## src/rtl/axi_rd_arbiter.sv

```systemverilog
// axi_rd_arbiter: N:1 AXI4 read arbiter with round-robin AR grant, ID widening and R routing by index
module axi_rd_arbiter #(
  parameter int NUM_M      = 2,
  parameter int ID_WIDTH   = 16,
  parameter int ADDR_WIDTH = 64,
  parameter int BYTE_WIDTH = 32,
  parameter int MAX_OUTST  = 8
) (
  input  logic                              clk,
  input  logic                              rst,
  input  logic [NUM_M*ID_WIDTH-1:0]         s_arid,
  input  logic [NUM_M*ADDR_WIDTH-1:0]       s_araddr,
  input  logic [NUM_M*8-1:0]                s_arlen,
  input  logic [NUM_M*3-1:0]                s_arsize,
  input  logic [NUM_M*2-1:0]                s_arburst,
  input  logic [NUM_M*15-1:0]               s_arattr,
  input  logic [NUM_M-1:0]                  s_arvalid,
  output logic [NUM_M-1:0]                  s_arready,
  output logic [NUM_M*ID_WIDTH-1:0]         s_rid,
  output logic [NUM_M*BYTE_WIDTH*8-1:0]     s_rdata,
  output logic [NUM_M*2-1:0]                s_rresp,
  output logic [NUM_M-1:0]                  s_rlast,
  output logic [NUM_M-1:0]                  s_rvalid,
  input  logic [NUM_M-1:0]                  s_rready,
  output logic [ID_WIDTH+$clog2(NUM_M)-1:0] m_arid,
  output logic [ADDR_WIDTH-1:0]             m_araddr,
  output logic [7:0]                        m_arlen,
  output logic [2:0]                        m_arsize,
  output logic [1:0]                        m_arburst,
  output logic [14:0]                       m_arattr,
  output logic                              m_arvalid,
  input  logic                              m_arready,
  input  logic [ID_WIDTH+$clog2(NUM_M)-1:0] m_rid,
  input  logic [BYTE_WIDTH*8-1:0]           m_rdata,
  input  logic [1:0]                        m_rresp,
  input  logic                              m_rlast,
  input  logic                              m_rvalid,
  output logic                              m_rready,
  output logic                              err_rid
);
  localparam int IDX_W = $clog2(NUM_M);
  localparam int CNT_W = $clog2(MAX_OUTST+1);
  localparam int MID_W = ID_WIDTH+IDX_W;
  typedef enum logic {IDLE, BUSY} state_t;
  state_t state_q, state_d;
  logic [IDX_W-1:0] grant_q, grant_d, rr_q, rr_d, win, ridx;
  logic [CNT_W-1:0] outst_q [NUM_M];
  logic [CNT_W-1:0] outst_d [NUM_M];
  logic [NUM_M-1:0] elig, ar_hs, r_done;
  logic ar_fire, rid_hit, err_q;
  assign ridx      = m_rid[MID_W-1 -: IDX_W];
  assign m_arid    = {grant_q, s_arid[grant_q*ID_WIDTH +: ID_WIDTH]};
  assign m_araddr  = s_araddr[grant_q*ADDR_WIDTH +: ADDR_WIDTH];
  assign m_arlen   = s_arlen[grant_q*8 +: 8];
  assign m_arsize  = s_arsize[grant_q*3 +: 3];
  assign m_arburst = s_arburst[grant_q*2 +: 2];
  assign m_arattr  = s_arattr[grant_q*15 +: 15];
  assign m_arvalid = (state_q == BUSY) && s_arvalid[grant_q];
  assign ar_fire   = m_arvalid && m_arready;
  assign s_rid     = {NUM_M{m_rid[ID_WIDTH-1:0]}};
  assign s_rdata   = {NUM_M{m_rdata}};
  assign s_rresp   = {NUM_M{m_rresp}};
  assign s_rlast   = {NUM_M{m_rlast}};
  assign err_rid   = err_q;
  // second pass overrides the first, so a candidate at/after rr_ptr wins over a wrapped one
  always_comb begin
    win = rr_q;
    for (int i = 0; i < NUM_M; i++) elig[i] = s_arvalid[i] && (outst_q[i] < CNT_W'(MAX_OUTST));
    for (int j = NUM_M-1; j >= 0; j--) if (elig[j]) win = IDX_W'(j);
    for (int j = NUM_M-1; j >= 0; j--) if (elig[j] && IDX_W'(j) >= rr_q) win = IDX_W'(j);
  end
  // out-of-range R index leaves rid_hit low: the beat is sunk with m_rready=1
  always_comb begin
    s_arready = '0;
    s_rvalid  = '0;
    m_rready  = 1'b1;
    rid_hit   = 1'b0;
    for (int i = 0; i < NUM_M; i++) begin
      s_arready[i] = (state_q == BUSY) && (grant_q == IDX_W'(i)) && m_arready;
      ar_hs[i]     = ar_fire && (grant_q == IDX_W'(i));
      r_done[i]    = (ridx == IDX_W'(i)) && m_rvalid && s_rready[i] && m_rlast;
      outst_d[i]   = outst_q[i] + CNT_W'(ar_hs[i]) - CNT_W'(r_done[i]);
      if (ridx == IDX_W'(i)) begin
        s_rvalid[i] = m_rvalid;
        m_rready    = s_rready[i];
        rid_hit     = 1'b1;
      end
    end
  end
  always_comb begin
    state_d = state_q;
    grant_d = grant_q;
    rr_d    = rr_q;
    if (state_q == IDLE && |elig) begin
      state_d = BUSY;
      grant_d = win;
    end
    if (ar_fire) begin
      state_d = IDLE;
      rr_d    = (grant_q == IDX_W'(NUM_M-1)) ? '0 : grant_q + 1'b1;
    end
  end
  always_ff @(posedge clk or posedge rst)
    if (rst) begin
      state_q <= IDLE;
      grant_q <= '0;
      rr_q    <= '0;
      err_q   <= 1'b0;
      outst_q <= '{default: '0};
    end else begin
      state_q <= state_d;
      grant_q <= grant_d;
      rr_q    <= rr_d;
      err_q   <= err_q | (m_rvalid && !rid_hit);
      outst_q <= outst_d;
    end
endmodule

```

## config.mk

```make
export PLATFORM = sky130hd
export DESIGN_NAME = axi_rd_arbiter
export DESIGN_NICKNAME = d
export VERILOG_FILES = /design/src/rtl/axi_rd_arbiter.sv
export SDC_FILE = /design/constraint.sdc
export NUM_CORES = 1
export LEC_CHECK = 0
export CORE_AREA = 2 2 460 462
export DETAILED_ROUTE_END_ITERATION = 10
export DIE_AREA = 0 0 462 464
export GPL_TIMING_DRIVEN = 0
export SLEW_MARGIN = 10
export SYNTH_ARGS = -nofsm -noshare
export SYNTH_HDL_FRONTEND = slang
export SYNTH_SLANG_ARGS = --single-unit
```

## constraint.sdc

```tcl
create_clock -name clk -period 4.3 [get_ports clk]
set_input_delay 0.86 -clock clk [delete_from_list [all_inputs] [get_ports clk]]
set_output_delay 0.86 -clock clk [all_outputs]
set_load 0.01 [all_outputs]
```

---- Word level (Yosys, flattened, before mapping) ----
Index checks and enable logic that the tools add are counted.
storage, ports and cells
  bits in registers ....................... 11
  input port bits ......................... 500
  output and inout bits ................... 666
  logic and storage cells ................. 59
operators by class
  add/subtract/negate cells ............... 5
  multiply operators ...................... 2
  magnitude comparators ................... 5
  shift-type cells ........................ 6
  mux-type cells .......................... 12
  bitwise gates (word level) .............. 3
  reduce and logical (&&, ||, !) cells .... 21
operators by type and width
  operator                                                              number
  128-bit by 8-bit variable part select with 64-bit output              1
  32-bit by 6-bit variable part select with 16-bit output               1
  30-bit by 6-bit variable part select with 15-bit output               1
  1-bit logical AND                                                     19
  16-bit by 5-bit variable part select with 8-bit output                1
  1-bit two-way mux                                                     12
  4-bit by 1-bit adder with 4-bit output                                2
  4-bit < comparator, second input constant                             2
  4-bit by 1-bit subtractor with 4-bit output                           2
  6-bit by 4-bit variable part select with 3-bit output                 1
  1-bit by 4-bit multiplier with 5-bit output, second input constant    1
  4-bit by 3-bit variable part select with 2-bit output                 1
  1-bit by 2-bit multiplier with 3-bit output, second input constant    1
  1-bit inverter                                                        3
  1-bit greater-or-equal comparator, first input constant               2
  1-bit by 2-bit < comparator with 1-bit output, second input constant  1
  2-bit nonzero test                                                    1
  2-bit OR reduction                                                    1
  1-bit adder, second input constant                                    1

---- Longest topological paths before layout ----
  depth in word-level cells ............... 7
  gate-level depth with buffers ........... 10
  depth with buffers taken out ............ 9

---- Least setup slack after synthesis ----
No wires, ideal clock.
  kind .................................... input to register
  start ................................... in s_arvalid[1]
  end ..................................... reg outst_q[6] (netlist bit)
  setup time .............................. 123 ps
  arrival ................................. 2317 ps
  data required time ...................... 4177 ps
  setup slack ............................. 1860 ps
  stages .................................. 8
  path through ............................ mux2i_1 > or3_4 > ha_1 > inv_1 > ha_1 > inv_1 > fa_1 > xnor2_1
RTL lines
  element               line  source
  start, declared       17    input logic [NUM_M-1:0] s_arvalid,
  end signal, assigned  115   outst_q <= outst_d;
  end, declared         47    logic [CNT_W-1:0] outst_q [NUM_M];

---- Worst setup path in the final report ----
  start ................................... reg grant_q
  end ..................................... out m_arid[2]
between the ends
  word-level cells in the longest chain between the ends .. 1
ends and longest elaborated chain
  element                                                  line  source
  start, declared                                          46    logic [IDX_W-1:0] grant_q, grant_d, rr_q, rr_d, win, ridx;
  start signal, assigned                                   112   grant_q <= grant_d;
  32-bit by 6-bit variable part select with 16-bit output  52    assign m_arid = {grant_q, s_arid[grant_q*ID_WIDTH +: ID_WIDTH]};
  end, declared                                            25    output logic [ID_WIDTH+$clog2(NUM_M)-1:0] m_arid,
No other way between the ends.

==> impl_results.md <==
* Outcome: complete, no violations
* Crit-path most repeated cell: buf_6
* Max Clk Rate at about 290 MHz
* CP peak stage delay at 0.84 ns
* Peak supply drop at 0.154 mV
* Worst-path maximum fanout at 10
* Reg2Reg Depth at 10
* Clock Latency Late Sink at 0.24 ns
* Full die area at 214,000 um^2
* GRT Resource Usage Total at 0.113
* Post-Place Cells at 4,439
* R2R Path Start: grant_q
* CTS tree: done
* RSZ-0062 raised after global routing: no
* Drt pass-1 iters at 4
* Post_cts resized at 0
* Boundary pin count at 1,166
* DRT antenna net count at 0
* Seq cells post-synth at 11
* Beginning of the critical path: grant_q
* PwrDens at 239 nW/um^2
* Post-synthesis sequential area ratio at 0.0447
* Final Hold Vio Count at 0
* Global-route wire length before repair at about 140 mm
* Final WL at 128 mm
* Area delta synth->final at 204%
* Skew final at 0.00117 ns
* Crit-path cells: buf_4 > buf_6 > buf_6 > mux2_2 > clkdlybuf4s50_1
* Tot Pwr at roughly 0.0045 W
* Num Clock Sinks at 11
* CTS Buf Count at 3
* Setup TNS at 0 ns
* Max-cap viol count at 0
* Final setup viols at 0
* Routed vias/inst at 1.87
* Post-Syn Area at 6160 um^2
* Sequential Area at 275 um^2
* Largest area contributor in the netlist: buf_4
* Tmin final at approximately 3.5 ns
* WL/cell at between 20 and 30 um
* # Post-CTS Setup Buffers at 0
* H-tree levels at 1
* XOR/XNOR share of the synthesized area at 0.00854
* Critical path data arrival time at 2.60 ns
* Simple-gate area share of the yosys netlist at 0.0167
* Reg2reg end: outst_q[1]
* Final Net Count at 2,149
* Post-synthesis adder-cell area fraction at 0.0228
* Mean Syn Cell Area at 8.27 um^2
* Synth area leaders: buf_4 67%, mux2_2 20%, dfrtp_1 4.5%, ha_1 1.6%, buf_6 1.5%
* Post-route worst hold slack at about 0.48 ns
* Ratio of cells with drive above 1 in the final layout at 0.413
* Critical Path Start Type: flop
* Fraction of synthesized area in multiplexers at 0.199
* Syn_nets at 1,254
* Top-area cell type share of the netlist area at 0.674
* Crit path kind: reg -> out
* Initial Util at 0.0294
* Yosys warning total at 0
* Synthesized netlist cell count at 744
* Post-layout util at 0.0895
* Longest Clk Path Bufs at 2
* Root buf cell: clkbuf_16
* Initial antenna violation count at 71
* # port buffers at between 800 and 900
* Largest family of logic cells by synthesized area: buffers and inverters
* Pin count of the biggest net entering global routing at 12
* Min-delay src: outst_q[4]
* Post-CTS Hold Fix Bufs at 0
* # DRC at 0
* Via Count at 8,363
* Critical-path top delay cell: clkdlybuf4s50_1
* Worst-path clk slew at roughly 0.040 ns
* Grt ovf at 0
* Core area at 209,000 um^2
* Routability cong. at 0.992
* Hold path depth at 1
* Area of the multi-input gates at roughly 1600 um^2
* Vias in the first global route at 8,605
* Worst Setup End Kind: output port
* Post-synthesis compound-gate area fraction at 0.00671
* Yosys cell types at 23
* Die H at 464 um
* Final cell count without fillers at 4,470
* FF-to-FF setup slack at 1.89 ns
* Slew HR at 0.468
* Leak pwr at 7.02 nW
* Fillers at 24,262
* CP required at 3.44 ns
* Hold Crit Endpoint: outst_q[4]
* Final Cycle Share at 0.805
* Worst hold path type: reg -> reg
* Row cnt at 168
* First DRT Iteration DRCs at 375
* Die width at 462 um
* HPWL Detailed at 124 mm
* Pins over their slew limit at 0
* Tightest Pin Transition at just under 0.8 ns
worst max-delay path by stage:
stage | depth (start not counted) | end
after detailed placement | 5 | m_arid[3]
after global routing | 5 | m_arid[3]
after global placement | 5 | m_arid[3]
after floorplan | 8 | outst_q[6]
final | 5 | m_arid[2]
after CTS | 5 | m_arid[3]
state kept, by name, indices dropped and copies added, names as in the netlist:
name     cells
rr_q         1
outst_q      8
state_q      1
grant_q      1
stage by stage:
stage                     setup slack [ns]  area (um^2)
after floorplan                       1.86         6160
after global routing                 0.683        18700
final                                0.838        18700
after CTS                            0.646        18700
after detailed placement             0.902        18600
after global placement               0.908        18600
synth_stat cells, drive strengths merged:
| cell type | instances |
|---|---|
| buf | 565 |
| mux2 | 108 |
| inv | 14 |
| dfrtp | 11 |
| ha | 8 |
| nand2 | 7 |
| nor2 | 6 |
| xnor2 | 6 |
| a21oi | 3 |
| nor2b | 3 |
| a21o | 2 |
| fa | 2 |
| a31oi | 1 |
| and2 | 1 |
| and3 | 1 |
| conb | 1 |
| mux2i | 1 |
| nand2b | 1 |
| nor3 | 1 |
| o21ai | 1 |
| or3 | 1 |
cell type report:
class / instances / area share
Inverter: 14 / 0.00281
Multi-Input combinational cell: 154 / 0.0837
Clock buffer: 4 / 0.00421
Tap cell: 2805 / 0.187
Timing Repair Buffer: 890 / 0.476
Sequential cell: 11 / 0.0147
Buffer: 565 / 0.228
Antenna cell: 27 / 0.00361
report_power, final:
part	switching [W]	leakage, nW	internal [W]	total [W]
clock network	0.0000462	0.0383	0.000124	0.000171
registers	0.0000445	0.128	0.000164	0.000208
logic	0.00205	6.86	0.00205	0.00410
total	0.00214	7.02	0.00234	0.00448
layout by cell type (no fill, tap or decap), types with 4 or more instances in the layout:
cell | synthesis | final
diode_2 | 0 | 27
ha_1 | 8 | 8
dfrtp_1 | 11 | 11
nor2_1 | 6 | 6
nand2_1 | 7 | 7
inv_1 | 14 | 14
buf_6 | 8 | 8
xnor2_1 | 6 | 6
buf_4 | 553 | 553
mux2_2 | 108 | 108
buf_2 | 4 | 4
clkdlybuf4s50_1 | 0 | 890
logic make-up after synthesis:
logic type,Yosys count
fa+ha+maj,10
flops,11
buf+inv,579
simple gates,21
xor+xnor,6
mux,109
other cells,1
compound gates,7
worst max-delay path: cells and delay by family (launching register included):
| family | cells | cell delay (ns) |
|---|---|---|
| buffers and inverters | 4 | 1.61 |
| muxes | 1 | 0.36 |
| DFF | 1 | 0.34 |
layer usage:
layer / part of all wire / wire (um) / global-route usage
met3: 0.19 / 24800 / 0.0907
met5: 0.0017 / 215 / 0
met1: 0.38 / 49000 / 0.130
met2: 0.40 / 51400 / 0.165
met4: 0.018 / 2360 / 0.0190
(Power assumes the default switching activity.)
